**src/rtl/apb_master_bridge.sv**
```systemverilog
// Command/response to APB master bridge: one transfer at a time, IDLE->SETUP->ACCESS->RESP.
// Optional ACCESS-phase timeout when APB_MASTER_TIMEOUT_EN is defined.
module apb_master_bridge #(
   parameter int N = 32,
   parameter int A = 10,
   parameter int B = N / 8,
   parameter int O = 1,
   parameter int T = 16
) (
   input  logic         pclk,
   input  logic         presetn,
   // Handshakes: a beat transfers on a pclk edge where valid && ready; valid holds until then.
   input  logic         cmd_valid,
   output logic         cmd_ready,
   input  logic         cmd_write,
   input  logic [A-1:0] cmd_addr,
   input  logic [N-1:0] cmd_wdata,
   input  logic [B-1:0] cmd_strb,
   input  logic [O-1:0] cmd_sel,
   input  logic [2:0]   cmd_prot,
   output logic         rsp_valid,
   input  logic         rsp_ready,
   output logic [N-1:0] rsp_rdata,
   output logic         rsp_err,
   output logic [A-1:0] paddr,
   output logic [2:0]   pprot,
   output logic [O-1:0] pselx,
   output logic         penable,
   output logic         pwrite,
   output logic [N-1:0] pwdata,
   output logic [B-1:0] pstrb,
   input  logic         pready,
   input  logic [N-1:0] prdata,
   input  logic         pslverr,
   output logic [1:0]   fsm_state
);

   typedef enum logic [1:0] {IDLE, SETUP, ACCESS, RESP} state_t;

   state_t state, state_nxt;
   logic   accept;
   logic   sel_ok;
   logic   timed_out;

   assign cmd_ready = (state == IDLE);
   assign rsp_valid = (state == RESP);
   assign fsm_state = state;
   assign accept    = cmd_valid && cmd_ready;
   // Exactly one select bit set; anything else is rejected without touching the bus.
   assign sel_ok    = (cmd_sel != '0) && ((cmd_sel & (cmd_sel - O'(1))) == '0);

`ifdef APB_MASTER_TIMEOUT_EN
   localparam int CW = $clog2(T + 1);
   logic [CW-1:0] tcnt;

   // Fires on the edge that closes the T-th ACCESS cycle; a simultaneous pready takes priority.
   assign timed_out = !pready && (tcnt == CW'(T - 1));

   always_ff @(posedge pclk or negedge presetn) begin
      if (!presetn)              tcnt <= '0;
      else if (state != ACCESS)  tcnt <= '0;
      else                       tcnt <= tcnt + CW'(1);
   end
`else
   assign timed_out = 1'b0;
`endif

   always_ff @(posedge pclk or negedge presetn) begin
      if (!presetn) state <= IDLE;
      else          state <= state_nxt;
   end

   always_comb begin
      state_nxt = state;
      case (state)
         IDLE:    if (accept) state_nxt = sel_ok ? SETUP : RESP;
         SETUP:   state_nxt = ACCESS;
         ACCESS:  if (pready || timed_out) state_nxt = RESP;
         RESP:    if (rsp_ready) state_nxt = IDLE;
         default: state_nxt = IDLE;
      endcase
   end

   always_ff @(posedge pclk or negedge presetn) begin
      if (!presetn) begin
         pselx     <= '0;
         penable   <= 1'b0;
         pwrite    <= 1'b0;
         paddr     <= '0;
         pwdata    <= '0;
         pstrb     <= '0;
         pprot     <= '0;
         rsp_rdata <= '0;
         rsp_err   <= 1'b0;
      end else begin
         case (state)
            IDLE: begin
               if (accept) begin
                  paddr     <= cmd_addr;
                  pwrite    <= cmd_write;
                  pwdata    <= cmd_wdata;
                  pstrb     <= cmd_write ? cmd_strb : '0;
                  pprot     <= cmd_prot;
                  penable   <= 1'b0;
                  rsp_rdata <= '0;
                  rsp_err   <= !sel_ok;
                  pselx     <= sel_ok ? cmd_sel : '0;
               end
            end
            SETUP: penable <= 1'b1;
            ACCESS: begin
               if (pready) begin
                  pselx     <= '0;
                  penable   <= 1'b0;
                  rsp_err   <= pslverr;
                  rsp_rdata <= pwrite ? '0 : prdata;
               end else if (timed_out) begin
                  pselx     <= '0;
                  penable   <= 1'b0;
                  rsp_err   <= 1'b1;
                  rsp_rdata <= '0;
               end
            end
            default: ;
         endcase
      end
   end

endmodule

```
**config.mk**
```make
export PLATFORM = sky130hd
export DESIGN_NAME = apb_master_bridge
export DESIGN_NICKNAME = d
export VERILOG_FILES = /design/src/rtl/apb_master_bridge.sv
export SDC_FILE = /design/constraint.sdc
export NUM_CORES = 1
export LEC_CHECK = 0
export ABC_CLOCK_PERIOD_IN_PS = 3430
export CAP_MARGIN = 20
export CORE_MARGIN = 4
export CORE_UTILIZATION = 45
export CTS_BUF_LIST = sky130_fd_sc_hd__clkbuf_2 sky130_fd_sc_hd__clkbuf_4 sky130_fd_sc_hd__clkbuf_8
export DETAILED_ROUTE_END_ITERATION = 8
export MAX_ROUTING_LAYER = met4
export PLACE_DENSITY = 0.88
export REMOVE_ABC_BUFFERS = 1
export SLEW_MARGIN = 20
export SYNTH_ARGS = -nofsm -noshare
export SYNTH_HDL_FRONTEND = slang
export SYNTH_SLANG_ARGS = --single-unit
export TNS_END_PERCENT = 100
```
**constraint.sdc**
```tcl
create_clock -name pclk -period 3.43 [get_ports pclk]
set_input_delay 0.343 -clock pclk [delete_from_list [all_inputs] [get_ports pclk]]
set_output_delay 0.343 -clock pclk [all_outputs]
set_load 0.02 [all_outputs]
```
==> results.toml, run 1 <==
[worst_hold_path]
min_path_type = "in2async"

[cells_and_area]
final_area_mm2 = 0.00564
nets = 554
areaGrowthSynthToFinish_pct = 54.0
fill_cells = 575
drive_gt1_share_pct = 16.6
antennaDiodeCount = 0
instances_no_fill = 566

[synthesis]
synth_largest_area_cell = "dfrtp_1"
ys_top_cells_by_area = "dfrtp_1, mux2_2, o31ai_1, nand2_1, o21ai_0"
synth_common_cells = "dfrtp_1, mux2_2, nand2_1"
postSynthAreaPerCell_um2 = 12.7
synthCells = 289
ys.flop_type = "dfrtp_1"
ys_types = 25
synth_edf_count = 0
ys_seq_area_share_pct = 59.4
syn_area_mm2 = 0.00366
synth_top_area_share_pct = 59.4
synthMostInstantiatedCell = "dfrtp_1"
ys_ff_latch = 87
async_flop_share_pct = 100
ys_warn_count = 0

[setup_path]
slowest_delay_ns = 0.87
critPathMaxFanout = 66
path_class = "reg2reg"
setup.worst_path.start_class = "flip-flop"
cp_cell_sequence = "inv_1 -> ha_1 -> and2b_2 -> nor3_1 -> mux2_2"
cp.arrival_ns = 2.53
slowest_stage = "and2b_2"
required_ns = 3.66
endpoint_kind = "flip-flop"

[cts]
insertion_delay_ns = 0.35
tritoncts = "yes"
cts_sinks = 87
max-clock-path-buffers = 2
cts_setup_buffers = 0
cts-root-buf = "clkbuf_8"
cts_resized = 0
htreeDepth = 3
clk_pin_slew_worst_paths_ns = 0.10
cts_made_buffers = 9
ctsHoldBuffers = 0

[place]
port_buffers = 177
dp_hpwl_um = 7330
dpl_cell_area_mm2 = 0.00545
dp_cells = 550
place.gp.congestion = 0.835

[outcome]
status = "finished, final reports clean"

[detailed_routing]
drt-total-wl_um = 9970
drt-pass1-iter-count = 4
drt_iter0_drc = 114
wl_per_cell_um = 17.6
drc = 0
drtAntennaViolNets = 0
vias = 2843
via_per_inst = 5.02

[floorplanning]
io_pins = 178
die_x_um = 98.2
die_h_um = 98.2
fp-row-count = 32
start_util_pct = 46.9
dieArea_mm2 = 0.00965
core_mm2 = 0.00781

[pwr]
total_leakage_power_nw = 2.34
p_per_area_mw_per_mm2 = 985
max-vdd-ir-drop_v = 0.000508

[timing]
finalClockSkew_ns = 0.0134
finalCritPeriodShare_pct = 66.9
finalMaxSlewViolations = 0
setup_viol = 0
worst_slew_pin_slew_ns = 1.03
rsz0062_at_grt = "no"
fmax_mhz = 436
period_minus_slack_ns = 2.29
relSlewSlack_pct = 31.2
hold_viol = 0
finalSetupTns_ns = 0

[global_route]
first_global_vias = 2933
grtUsageTotal_pct = 20.7
grt.overflow.total = 0
grt_max_degree = 88
grt_first_pass_wirelength_um = 15400
antenna_found_initial = 0

[run]
max_cap_violations = 0
==> layout by cell type, fill, tap and decap left out, types with 2 or more instances in the layout <==
cell type,Yosys,routed
clkdlybuf4s50_1,0,176
dfrtp_1,87,87
mux2_2,49,49
nand2_1,40,40
o31ai_1,29,29
o21ai_0,27,27
o21ai_1,10,10
clkbuf_8,0,10
ha_1,6,6
inv_1,3,3
mux2i_1,3,3
o31ai_2,3,3
clkinv_4,0,3
buf_4,1,3
nor2b_1,2,2
==> power breakdown <==
group / internal, mW / leakage (nW) / switching, mW
clock: 0.295 / 0.0950 / 0.388
combinational: 1.48 / 1.15 / 1.57
sequential: 1.54 / 1.10 / 0.286
==> layer usage <==
layer / GRT usage (%) / wire (um) / up-vias
met3: 5.00 / 531 / 9
met5: - / 0 / -
li1: - / - / 1352
met1: 24.8 / 4070 / 1394
met4: 4.83 / 110 / 0
met2: 35.4 / 5260 / 88
==> logic make-up (layout without fill, tap and decap cells) <==
group	Yosys count	in the layout	synth area share, %
compound gates	69	69	12.0
buf+inv	24	199	4.03
fa+ha+maj	6	6	2.05
flops	87	87	59.4
mux	53	53	16.5
simple gates	50	50	5.94
==> critical path: cells and delay by family (launching register included) <==
family | cells | cell delay [ns]
DFF | 1 | 0.42
adders and majority gates | 1 | 0.29
and+or+nand+nor | 2 | 1.00
muxes | 1 | 0.31
buffers and inverters | 1 | 0.16
==> final timing paths <==
check,from,end,slack (ns),cells past startpoint
max,fsm_state[0],penable,1.14,5
min,presetn,paddr[9],0.01,1
max reg2reg,fsm_state[0],penable,1.14,5
min reg2reg,pstrb[3],pstrb[3],0.50,2
max in group asynchronous,presetn,rsp_rdata[18],2.85,1
min in group pclk,pstrb[3],pstrb[3],0.50,2
==> layout make-up <==
type / instances / area [um2] / share of cell area (%)
clock buffers: 10 / 138 / 2.44
clock inverters: 6 / 53.8 / 0.954
multi-input cells: 178 / 1340 / 23.7
well taps: 102 / 128 / 2.26
repair buffers: 180 / 1800 / 31.8
flip-flops and latches: 87 / 2180 / 38.6
inverters: 3 / 11.3 / 0.200
==> registers in the layout, summed over array words and instances, names as in the netlist <==
name and flops:
rsp_err 1, pwdata 32, paddr 10, fsm_state 2, penable 1, rsp_rdata 32
pwrite 1, pprot 3, pstrb 4, pselx 1
==> metrics by stage <==
stage               util (%)  worst slack (ns)  total power [mW]  hold slack, ns
global route            72.3             0.911              5.86          0.0936
global placement        69.8              1.18              4.80           0.462
detailed placement      69.8              1.13              4.91           0.482
finish                  72.3              1.14              5.56          0.0138
floorplan                  -             0.765              3.38          0.0474
CTS                     72.2              1.13              5.60           0.224
(Power assumes the default switching activity.)
==> run 2, diff against run 1 <==
ABC_CLOCK_PERIOD_IN_PS = 1950   (was 3430)
CORE_UTILIZATION = 38   (was 45)
PLACE_DENSITY = 0.79   (was 0.88)
clock period = 1.95 ns   (was 3.43 ns; I/O delays follow)
==> run 2 against run 1 <==
Effect of this change:
- clock power increased by 83%
- die area increased by 17%
- non-clock buffer count increased by 5
- critical path depth decreased by 3
- sequential cell count unchanged
- setup slack got worse by 1.0 ns
- combinational power increased by 79%
- clock skew increased by 0.0027 ns
- final cell count increased by 5.5%
- register-to-register slack got worse by 0.98 ns
- power increased by 78%
- global-route usage decreased by 3.2 points
- critical path type is now reg2out
==> results.toml, run 2 (synthesis gave the netlist of run 1 again) <==
[outcome]
status = "finished, final reports clean"

[setup_path]
reg2reg_from = "fsm_state[0]"
cp.arrival_ns = 1.63
path_class = "reg2out"
setup.worst_path.start_class = "flip-flop"
crit_path_start = "fsm_state[1]"
critPathMaxFanout = 5
regToRegSetupSlack_ns = 0.16
required_ns = 1.75
r2r-end = "rsp_rdata[27]"
endpoint_kind = "output pin"
rr_worst_depth = 6
crit_end = "rsp_valid"

[cells_and_area]
final_common_cell = "clkdlybuf4s50_1"
nets = 559
instances_no_fill = 597
fill_cells = 785
top_regs = "pwdata: 32 flops, rsp_rdata: 32 flops, paddr: 10 flops"
antennaDiodeCount = 0
final_cell_mix = "clkdlybuf4s50_1, dfrtp_1, mux2_2"
areaGrowthSynthToFinish_pct = 57.4
final_area_mm2 = 0.00576
drive_gt1_share_pct = 17.3

[timing]
fmax_mhz = 548
relSlewSlack_pct = 59.7
worst_slew_pin_slew_ns = 0.604
finalCritPeriodShare_pct = 93.5
period_minus_slack_ns = 1.82
finalSetupTns_ns = 0
rsz0062_at_grt = "no"
setup_viol = 0
hold_viol = 0
finalClockSkew_ns = 0.0160
finalMaxSlewViolations = 0

[pwr]
total_leakage_power_nw = 2.39
max-vdd-ir-drop_v = 0.000811
power_mw = 9.90
p_per_area_mw_per_mm2 = 1720

[floorplanning]
start_util_pct = 39.3
die_x_um = 106
dieArea_mm2 = 0.0113
core_mm2 = 0.00933
die_h_um = 106
fp-row-count = 35
io_pins = 178

[run]
max_cap_violations = 0

[worst_hold_path]
min_path_type = "in2reg"

[cts]
htreeDepth = 3
cts_made_buffers = 9
cts-root-buf = "clkbuf_8"
insertion_delay_ns = 0.35
cts_sinks = 87
max-clock-path-buffers = 2
tritoncts = "yes"
clk_pin_slew_worst_paths_ns = 0.09
cts_setup_buffers = 0

[global_route]
antenna_found_initial = 0
grt.overflow.total = 0
grt_max_degree = 57
grtUsageTotal_pct = 17.5
grt_first_pass_wirelength_um = 15200
first_global_vias = 3027

[detailed_routing]
drt-pass1-iter-count = 4
drc = 0
via_per_inst = 4.83
wl_per_cell_um = 15.9
drtAntennaViolNets = 0
drt_iter0_drc = 119
vias = 2882
drt-total-wl_um = 9500

[place]
dp_hpwl_um = 7050
dpl_cell_area_mm2 = 0.00556
place.gp.congestion = 0.767
port_buffers = 177
dp_cells = 581
run 2: cell count changes in the layout (fill, tap and decap cells not counted), sizes merged:
cell and delta:
dlygate4sd3 +1, clkbuf -1, bufinv +1, dlygate4sd2 +1
clkinv -1, buf +4, clkdlybuf4s50 -1
run 2: worst min path at each step:
stage                    start            end  cells after the start
finish               prdata[7]   rsp_rdata[7]                      3
global route        prdata[14]  rsp_rdata[14]                      3
CTS                  prdata[7]   rsp_rdata[7]                      3
detailed placement     presetn     pwdata[23]                      2
global placement       presetn     pwdata[12]                      2
floorplan              presetn   fsm_state[0]                      0
run 2: per-stage QoR:
stage / utilization [%] / setup slack, ns / hold slack [ns]
final: 61.8 / 0.126 / 0.380
after CTS: 61.8 / 0.0957 / 0.359
after detailed placement: 59.6 / 0.154 / 0.287
after floorplan: - / -0.715 / -0.101
after global routing: 61.8 / 0.0159 / 0.368
after global placement: 59.6 / 0.236 / 0.284
run 2: where the power goes:
group | total (mW) | switching, mW | internal [mW]
Combinational | 5.47 | 2.76 | 2.71
Sequential | 3.18 | 0.470 | 2.71
Clock | 1.25 | 0.657 | 0.595
run 2: layout make-up:
type / count / area [um2] / area share [%]
clock buffers: 9 / 124 / 2.15
clock inverters: 6 / 68.8 / 1.19
inverters: 3 / 11.3 / 0.195
multi-input cells: 178 / 1340 / 23.3
flip-flops and latches: 87 / 2180 / 37.8
well taps: 129 / 161 / 2.80
repair buffers: 185 / 1880 / 32.6
run 2: timing repair:
item	in CTS	in global routing
endpoints found under the hold margin	87	0
gates resized for setup	1	1
hold buffers	1	0
setup endpoints to repair	1	5
cloned	0	0
run 2: critical path, stage by stage, from the launching register on:
cell and delay, ns:
dfrtp_1 0.43, ha_1 0.24, clkdlybuf4s50_1 0.62
run 2: routing by layer:
layer / wire length, um / up-vias / share of wire [%] / track usage [%]
met4: 254 / 0 / 2.7 / 7.68
met1: 3780 / 1396 / 40 / 20.5
li1: - / 1364 / - / -
met3: 506 / 18 / 5.3 / 3.46
met5: 0 / - / 0 / -
met2: 4950 / 104 / 52 / 29.1
